File: src/rtl/fetch_prefetch_unit_pkg.sv
// Shared constants and types for the RV32I fetch/prefetch stage.
// FSM encodings, reset defaults and the prefetch queue entry layout.
package fetch_prefetch_unit_pkg;

  localparam logic [31:0] RESET_PC_DEF  = 32'h0000_0000;
  localparam logic [31:0] NOP_INSTR_DEF = 32'h0000_0013;

  localparam logic [1:0] S_IDLE = 2'd0;
  localparam logic [1:0] S_WAIT = 2'd1;
  localparam logic [1:0] S_DROP = 2'd2;

  typedef struct packed {
    logic [31:0] pc;
    logic [31:0] instr;
  } fq_entry_t;

  function automatic logic [31:0] align4(
    input logic [31:0] a
  );
    return a & 32'hFFFF_FFFC;
  endfunction

endpackage

File: src/rtl/fetch_queue.sv
// Circular prefetch FIFO of {pc, instr} entries.
// Supports simultaneous push/pop and a single-cycle flush.
module fetch_queue
  import fetch_prefetch_unit_pkg::*;
#(
  parameter int DEPTH = 2,
  localparam int AW = $clog2(DEPTH)
) (
  input  logic      clk_i,
  input  logic      rst_ni,
  input  logic      push_i,
  input  logic      pop_i,
  input  logic      flush_i,
  input  fq_entry_t wdata_i,
  output fq_entry_t rdata_o,
  output logic [AW:0] count_o,
  output logic      empty_o
);

  fq_entry_t       mem_q [DEPTH];
  logic [AW-1:0]   wr_q, wr_d;
  logic [AW-1:0]   rd_q, rd_d;
  logic [AW:0]     cnt_q, cnt_d;

  always_comb begin
    wr_d  = wr_q;
    rd_d  = rd_q;
    cnt_d = cnt_q;
    if (flush_i) begin
      wr_d  = '0;
      rd_d  = '0;
      cnt_d = '0;
    end else begin
      if (push_i) wr_d = wr_q + 1'b1;
      if (pop_i)  rd_d = rd_q + 1'b1;
      if (push_i && !pop_i) cnt_d = cnt_q + 1'b1;
      if (pop_i && !push_i) cnt_d = cnt_q - 1'b1;
    end
  end

  always_ff @(posedge clk_i or negedge rst_ni) begin
    if (!rst_ni) begin
      wr_q  <= '0;
      rd_q  <= '0;
      cnt_q <= '0;
    end else begin
      wr_q  <= wr_d;
      rd_q  <= rd_d;
      cnt_q <= cnt_d;
    end
  end

  always_ff @(posedge clk_i) begin
    if (push_i && !flush_i) mem_q[wr_q] <= wdata_i;
  end

  assign rdata_o = mem_q[rd_q];
  assign count_o = cnt_q;
  assign empty_o = (cnt_q == '0);

endmodule

File: src/rtl/fetch_prefetch_unit.sv
// IF stage: PC generation, single-outstanding I-cache reads,
// prefetch queue and the IF/ID pipeline register.
module fetch_prefetch_unit
  import fetch_prefetch_unit_pkg::*;
#(
  parameter logic [31:0] RESET_PC  = RESET_PC_DEF,
  parameter int          QDEPTH    = 2,
  parameter logic [31:0] NOP_INSTR = NOP_INSTR_DEF
) (
  input  logic        clk,
  input  logic        rst,
  output logic [31:0] iaddr,
  output logic        iread,
  input  logic [31:0] idata,
  input  logic        iready_n,
  input  logic        stall_ID,
  input  logic        nop_IF,
  input  logic        branch_PC_contral,
  input  logic [31:0] branch_PC,
  input  logic        branch_PC_early_contral,
  input  logic [31:0] branch_PC_early,
  output logic [31:0] Instraction_pype,
  output logic [31:0] PC_pype,
  output logic        if_valid_pype
);

  localparam int QAW = $clog2(QDEPTH);
  localparam logic [QAW:0] QFULL = (QAW+1)'(QDEPTH);

  logic [1:0]  state_q, state_d;
  logic [31:0] fetch_pc_q, fetch_pc_d;
  logic [31:0] instr_q, instr_d;
  logic [31:0] pc_q, pc_d;
  logic        valid_q, valid_d;

  logic        redirect;
  logic [31:0] target;
  logic        resp;
  logic        issue;
  logic        push;
  logic        pop;

  fq_entry_t   q_head;
  fq_entry_t   q_wdata;
  logic [QAW:0] q_count;
  logic        q_empty;

  assign redirect = branch_PC_contral
                  | branch_PC_early_contral;
  assign target = align4(branch_PC_contral
                         ? branch_PC
                         : branch_PC_early);
  assign resp = !iready_n;

  // Gated by rst so the request line is low while reset is held.
  assign issue = rst
               && (state_q == S_IDLE)
               && !redirect
               && (q_count != QFULL);

  assign push = (state_q == S_WAIT)
              && resp && !redirect;
  assign pop  = !redirect && !stall_ID
              && !nop_IF && !q_empty;

  assign q_wdata = '{pc: fetch_pc_q, instr: idata};

  assign iread = issue;
  assign iaddr = fetch_pc_q;

  always_comb begin
    state_d    = state_q;
    fetch_pc_d = fetch_pc_q;
    unique case (state_q)
      S_IDLE: begin
        if (issue) state_d = S_WAIT;
      end
      S_WAIT: begin
        // A redirect coinciding with the response drops that word.
        if (resp) begin
          state_d = S_IDLE;
          if (!redirect) fetch_pc_d = fetch_pc_q + 32'd4;
        end else if (redirect) begin
          state_d = S_DROP;
        end
      end
      S_DROP: begin
        if (resp) state_d = S_IDLE;
      end
      default: state_d = S_IDLE;
    endcase
    if (redirect) fetch_pc_d = target;
  end

  always_comb begin
    instr_d = instr_q;
    pc_d    = pc_q;
    valid_d = valid_q;
    if (redirect
        || (!stall_ID && (nop_IF || q_empty))) begin
      instr_d = NOP_INSTR;
      valid_d = 1'b0;
    end else if (pop) begin
      instr_d = q_head.instr;
      pc_d    = q_head.pc;
      valid_d = 1'b1;
    end
  end

  always_ff @(posedge clk or negedge rst) begin
    if (!rst) begin
      state_q    <= S_IDLE;
      fetch_pc_q <= RESET_PC;
      instr_q    <= NOP_INSTR;
      pc_q       <= 32'h0;
      valid_q    <= 1'b0;
    end else begin
      state_q    <= state_d;
      fetch_pc_q <= fetch_pc_d;
      instr_q    <= instr_d;
      pc_q       <= pc_d;
      valid_q    <= valid_d;
    end
  end

  fetch_queue #(
    .DEPTH(QDEPTH)
  ) u_queue (
    .clk_i   (clk),
    .rst_ni  (rst),
    .push_i  (push),
    .pop_i   (pop),
    .flush_i (redirect),
    .wdata_i (q_wdata),
    .rdata_o (q_head),
    .count_o (q_count),
    .empty_o (q_empty)
  );

  assign Instraction_pype = instr_q;
  assign PC_pype          = pc_q;
  assign if_valid_pype    = valid_q;

endmodule

File: config.mk
export PLATFORM = sky130hd
export DESIGN_NAME = fetch_prefetch_unit
export DESIGN_NICKNAME = d
export VERILOG_FILES = /design/src/rtl/fetch_prefetch_unit_pkg.sv /design/src/rtl/fetch_queue.sv /design/src/rtl/fetch_prefetch_unit.sv
export SDC_FILE = /design/constraint.sdc
export NUM_CORES = 1
export LEC_CHECK = 0
export BUFFER_PORTS_ARGS = -buffer_cell sky130_fd_sc_hd__buf_4
export CORE_MARGIN = 10
export CORE_UTILIZATION = 35
export DETAILED_ROUTE_END_ITERATION = 10
export PLACE_DENSITY = 0.61
export SLEW_MARGIN = 10
export SYNTH_ARGS = -nofsm -noshare
export SYNTH_HDL_FRONTEND = slang
export SYNTH_HIERARCHICAL = 1
export SYNTH_SLANG_ARGS = --single-unit
File: constraint.sdc
create_clock -name clk -period 6.5 [get_ports clk]
set_clock_uncertainty 0.15 [all_clocks]
set_input_delay 0.65 -clock clk [delete_from_list [all_inputs] [get_ports clk]]
set_output_delay 0.65 -clock clk [all_outputs]
set_load 0.1 [all_outputs]
==> results of run 1 <==
per-stage QoR:
stage	power, mW	hold slack, ps	worst slack (ps)	instance area (um^2)
after global routing	3.66	132	3100	12300
after global placement	2.01	310	2880	11400
after detailed placement	2.02	326	2830	11400
final	3.53	91.8	3270	12300
after CTS	3.58	122	3260	12300
after floorplan	1.87	204	1850	9580
cell families (layout without fill, tap and decap cells):
logic type / Yosys count / in the layout / share of synthesized area, %
AO/OA/AOI/OAI: 102 / 102 / 7.54
buffers and inverters: 41 / 260 / 2.20
flip-flops: 229 / 229 / 66.7
multiplexers: 99 / 99 / 13.6
adder cells (fa/ha/maj): 1 / 1 / 0.131
XOR/XNOR: 27 / 27 / 2.47
AND/OR/NAND/NOR: 126 / 126 / 7.33
other: 1 / 7 / 0.0392
worst max-delay path: cells and delay by family, from the launching register on:
kind	cells	cell delay, ps
flops	1	420
simple gates	3	1630
buf+inv	1	590
cell type report:
type | count | area (um^2) | share of cell area, %
antenna | 1 | 2.50 | 0.0203
clock buffer | 33 | 728 | 5.92
clock inverter | 15 | 190 | 1.55
inverter | 9 | 33.8 | 0.274
multi-input combinational | 361 | 3020 | 24.6
sequential | 229 | 6380 | 51.8
tap | 341 | 427 | 3.47
timing repair buffer | 203 | 1520 | 12.4
cells in the mapped netlist (all sizes together) (4+ instances only):
cell type,instances,area share [%]
xor2,16,1.5
and3,8,0.52
nor2b,17,1.1
o21ai,17,0.89
nor4,9,0.81
nand2,26,1.0
mux2,97,13
inv,8,0.31
clkbuf,20,0.79
nand4,11,0.72
buf,12,1.1
edfxtp,128,40
and2,4,0.26
nand3,13,0.68
nor3b,4,0.37
a21oi,21,1.1
dfrtp,98,26
nor2,18,0.71
a22o,29,2.7
a211oi,14,1.1
nor3,9,0.52
xnor2,11,1.0
worst paths after layout:
check	startpoint	end
setup / recovery	state_q[0]	u_queue/mem_q[1][2]
hold / removal	rst	Instraction_pype[19]
setup reg to reg	state_q[0]	u_queue/mem_q[1][2]
hold reg to reg	if_valid_pype	if_valid_pype
max in group asynchronous	rst	PC_pype[2]
min in group clk	idata[17]	u_queue/mem_q[0][17]
where the power goes:
part | switching (mW) | leakage [nW] | internal, mW | total, mW
Clock | 0.592 | 0.447 | 0.952 | 1.54
Combinational | 0.266 | 2.18 | 0.103 | 0.369
Sequential | 0.0460 | 2.48 | 1.57 | 1.61
Total | 0.904 | 5.11 | 2.62 | 3.53
metal layers:
| metal | wire length, um | GRT usage [%] | vias to the layer above |
|---|---|---|---|
| li1 | - | - | 2779 |
| met1 | 10600 | 18.6 | 2941 |
| met2 | 11100 | 21.9 | 202 |
| met3 | 2480 | 4.84 | 24 |
| met4 | 409 | 2.86 | 0 |
| met5 | 0 | 0 | - |
registers in the layout, indices dropped and copies added (netlist names):
register,flops
Instraction_pype,32
PC_pype,32
iaddr,30
if_valid_pype,1
state_q,2
u_queue/count_o,2
u_queue/mem_q,128
u_queue/rd_q,1
u_queue/wr_q,1
==> impl_metrics.env, run 1 <==
export IMPL_route_detailed_drc=0
export IMPL_synth_cell_area_um2=9560
export IMPL_synthFlopType="edfxtp_1"
export IMPL_die_w_um=185
export IMPL_area_growth_pct=28.8
export IMPL_dp_hpwl_mm=16.6
export IMPL_hold_violations=0
export IMPL_p_leak_nw=5.11
export IMPL_startpoint_type="flop"
export IMPL_routed_via_density=4.99
export IMPL_crit_fanout=42
export IMPL_grt_pass1_vias=6334
export IMPL_ys_seq_area_share_pct=66.7
export IMPL_grt_max_degree=62
export IMPL_slowest_stage="or3b_1"
export IMPL_fin_setup_tns_ps=0
export IMPL_dp_cells=1143
export IMPL_path_clk_slew_ps=60
export IMPL_final_layout_size_suffix_gt1_share_pct=42.1
export IMPL_root_buffer="clkbuf_16"
export IMPL_ioPinCount=201
export IMPL_cts_tree="built"
export IMPL_power_density_nw_per_um2=287
export IMPL_grt_pass1_wl_mm=37.4
export IMPL_fin_crit_sh_pct=49.7
export IMPL_status="complete, no violations"
export IMPL_vias=5946
export IMPL_post_cts_resized=0
export IMPL_final_common_cell="buf_4"
export IMPL_std_cell_rows=60
export IMPL_async_reset_ff_share_pct=44.1
export IMPL_drt_total_wl_mm=24.6
export IMPL_cp_slowest_stage_delay_ps=610
export IMPL_timing_fmax_mhz=310
export IMPL_cts_sinks=229
export IMPL_setup_viol_count_final=0
export IMPL_hold_path_class="input pin to asynchronous set/reset pin"
export IMPL_first_pass_iters=5
export IMPL_final_cell_mix="203 x buf_4, 128 x edfxtp_1, 97 x dfrtp_1"
export IMPL_required_ps=6500
export IMPL_cts_post_setup_buffers_inserted=0
export IMPL_slew_viol_final=0
export IMPL_tightest_slew_ps=1050
export IMPL_grt_overflow_total=0
export IMPL_clock_latency_ps=530
export IMPL_antenna_found_initial=0
export IMPL_ctsHoldBuffers=0
export IMPL_die_h_um=185
export IMPL_htreeDepth=1
export IMPL_num_fill_cells=2417
export IMPL_coreArea_um2=27000
export IMPL_period_needed_ps=3230
export IMPL_portBuffers=194
export IMPL_synth_edf_count=128
export IMPL_synth_avg_cell_area_um2=15.3
export IMPL_ant_nets=0
export IMPL_drt_iter0_drc=376
export IMPL_end_kind="flop"
export IMPL_numCtsBuffers=26
export IMPL_synth_cell_type_count=57
export IMPL_post_drt_wl_per_cell_um=20.6
export IMPL_rsz0062_at_grt="no"
export IMPL_clock_path_buffers=3
export IMPL_maxCapViolCount=0
export IMPL_worstSetupPathType="flop to flop"
export IMPL_slew_limit_headroom_pct=29.8
export IMPL_ir_drop_mv=0.159
export IMPL_finalNetCount=934
export IMPL_rr_worst_depth=4
export IMPL_start_util_pct=35.5
export IMPL_fin_cells=1192
export IMPL_gp_congestion=0.795
export IMPL_synth_seq_cells=229
export IMPL_rrSetupSlack_ps=3270
export IMPL_path_cells="or3b_1 > nor2_1 > and3b_4 > buf_4"
export IMPL_synth_cells=626
export IMPL_dieArea_um2=34300
export IMPL_crit_arrival_ps=3230
export IMPL_yosysWarnings=6
export IMPL_track_usage_pct=14.1
export IMPL_final_core_util_pct=45.7
Note: power is estimated with default switching activity, not from simulation.
==> inputs of run 2 (changes only) <==
==> constraint.sdc (replaced) <==
create_clock -name clk -period 2.8 [get_ports clk]
set_clock_uncertainty 0.15 [all_clocks]
set_input_delay 0.28 -clock clk [delete_from_list [all_inputs] [get_ports clk]]
set_output_delay 0.28 -clock clk [all_outputs]
set_load 0.1 [all_outputs]
==> impl_metrics.env, run 2 (same netlist as run 1, synthesis figures left out) <==
export IMPL_status="complete, no violations"
export IMPL_required_ps=3100
export IMPL_dp_hpwl_mm=16.7
export IMPL_area_growth_pct=39.1
export IMPL_setup_viol_count_final=0
export IMPL_crit_family="buffers and inverters"
export IMPL_ir_drop_mv=0.370
export IMPL_ioPinCount=201
export IMPL_first_pass_iters=5
export IMPL_vias=6305
export IMPL_start_util_pct=35.5
export IMPL_holdPathStages=4
export IMPL_internal_power_mw=6.13
export IMPL_routed_via_density=4.90
export IMPL_antenna_found_initial=0
export IMPL_power_frac_comb_pct=12.1
export IMPL_clock_path_buffers=3
export IMPL_top_register="u_queue/mem_q"
export IMPL_grt_max_degree=65
export IMPL_final_core_util_pct=49.3
export IMPL_hold_violations=0
export IMPL_track_usage_pct=14.4
export IMPL_r2r_end="iaddr[5]"
export IMPL_gp_congestion=0.783
export IMPL_multiInputGateArea_um2=3030
export IMPL_crit_buf_inv=4
export IMPL_pre_cts_ws_ps=406
export IMPL_coreArea_um2=27000
export IMPL_num_fill_cells=2356
export IMPL_hold_path_class="input pin to flop"
export IMPL_grt_overflow_total=0
export IMPL_finalNetCount=1029
export IMPL_met3_usage_pct=4.29
export IMPL_r2r_start="state_q[0]"
export IMPL_slowest_stage="dlygate4sd3_1"
export IMPL_die_h_um=185
export IMPL_rrSetupSlack_ps=230
export IMPL_clock_latency_ps=520
export IMPL_portBuffers=194
export IMPL_worstSetupPathType="input pin to flop"
export IMPL_path_clk_slew_ps=60
export IMPL_sw_frac_of_total_pct=25.5
export IMPL_post_drt_wl_per_cell_um=19.4
export IMPL_crit_fanout=10
export IMPL_min_from="branch_PC_early[23]"
export IMPL_tightest_slew_ps=922
export IMPL_root_buffer="clkbuf_16"
export IMPL_htreeDepth=1
export IMPL_n_antenna_cell=0
export IMPL_fin_setup_tns_ps=0
export IMPL_drt_iter0_drc=317
export IMPL_final_cell_mix="209 x buf_4, 128 x edfxtp_1, 97 x dfrtp_1"
export IMPL_final_layout_size_suffix_gt1_share_pct=39.2
export IMPL_p_sw_mw=2.10
export IMPL_worst_slack_ps=151
export IMPL_slew_limit_headroom_pct=38.5
export IMPL_cts_sinks=229
export IMPL_power_density_nw_per_um2=619
export IMPL_route_detailed_drc=0
export IMPL_period_needed_ps=2650
export IMPL_p_clk_share_pct=42.5
export IMPL_cp_slowest_stage_delay_ps=570
export IMPL_maxCapViolCount=0
export IMPL_final_common_cell="buf_4"
export IMPL_p_leak_nw=5.55
export IMPL_cts_tree="built"
export IMPL_use_met1_pct=18.6
export IMPL_rsz0062_at_grt="no"
export IMPL_hold_path_end="iaddr[23]"
export IMPL_startpoint_type="input pin"
export IMPL_p_seq_share_pct=45.4
export IMPL_dieArea_um2=34300
export IMPL_busiest_layer="met2"
export IMPL_timing_fmax_mhz=378
export IMPL_die_w_um=185
export IMPL_power_mw=8.23
export IMPL_end_kind="flop"
export IMPL_largest_reg_flops=128
export IMPL_crit_arrival_ps=2950
export IMPL_grt_pass1_vias=6661
export IMPL_regArea_um2=6380
export IMPL_fin_crit_sh_pct=94.6
export IMPL_ant_nets=0
export IMPL_std_cell_rows=60
export IMPL_grt_pass1_wl_mm=38.6
export IMPL_slew_viol_final=0
export IMPL_use_met2_pct=23.2
export IMPL_drt_total_wl_mm=25.0
export IMPL_numCtsBuffers=26
export IMPL_rr_worst_depth=7
export IMPL_path_cells="dlygate4sd3_1 > buf_4 > or3b_1 > buf_4 > nor2_1 > xor2_1 > mux2i_1 > o21ai_0 > dlygate4sd3_1"
run 2: final cells by class:
class                      instances  share of cell area, %
sequential                       229                   48.0
multi-input combinational        361                   22.8
timing repair buffer             298                   19.0
clock buffer                      32                   5.54
tap                              341                   3.21
clock inverter                    16                   1.25
inverter                           9                  0.254
run 2: tightest hold or removal path, cell delays in order:
cell and delay, ps:
buf_4 70, nor2b_1 120, a211oi_1 60, a21oi_1 100
run 2: layer usage:
layer	routed length (um)	share of wire [%]
met2	11500	46
met4	366	1.5
met5	0	0
met3	2140	8.6
met1	10900	44
run 2: power groups by stage:
stage          Sequential, mW  Clock (mW)  Combinational, mW
2_1_floorplan            4.16           0              0.186
6_report                 3.74        3.50              0.991
3_5_place_dp             3.81           0              0.892
4_1_cts                  3.74        3.60              0.998
3_3_place_gp             3.80           0              0.886
5_1_grt                  3.75        3.76               1.05
run 2: worst max-delay path by stage:
stage	startpoint	end	slack (ps)	depth (start not counted)
2_1_floorplan	state_q[1]	u_queue/mem_q[0][0]	-510	4
3_3_place_gp	iready_n	u_queue/mem_q[0][24]	420	6
3_5_place_dp	iaddr[2]	iaddr[20]	410	6
4_1_cts	iready_n	iaddr[5]	230	9
5_1_grt	iready_n	iaddr[5]	40	9
6_report	iready_n	iaddr[5]	150	9
run 2: stage by stage:
stage,cell area [um^2],hold slack [ps],cells
floorplan,9610,-166,631
global placement,11600,297,1155
detailed placement,11600,296,1155
CTS,13300,0.864,1286
global route,13300,30.6,1286
finish,13300,20.8,1286
run 2: what timing repair did:
| item | CTS | global route |
|---|---|---|
| hold buffers | 83 | 0 |
| buffers inserted | 0 | 0 |
| gates resized for setup | 0 | 0 |
| endpoints found under the hold margin | 196 | 0 |
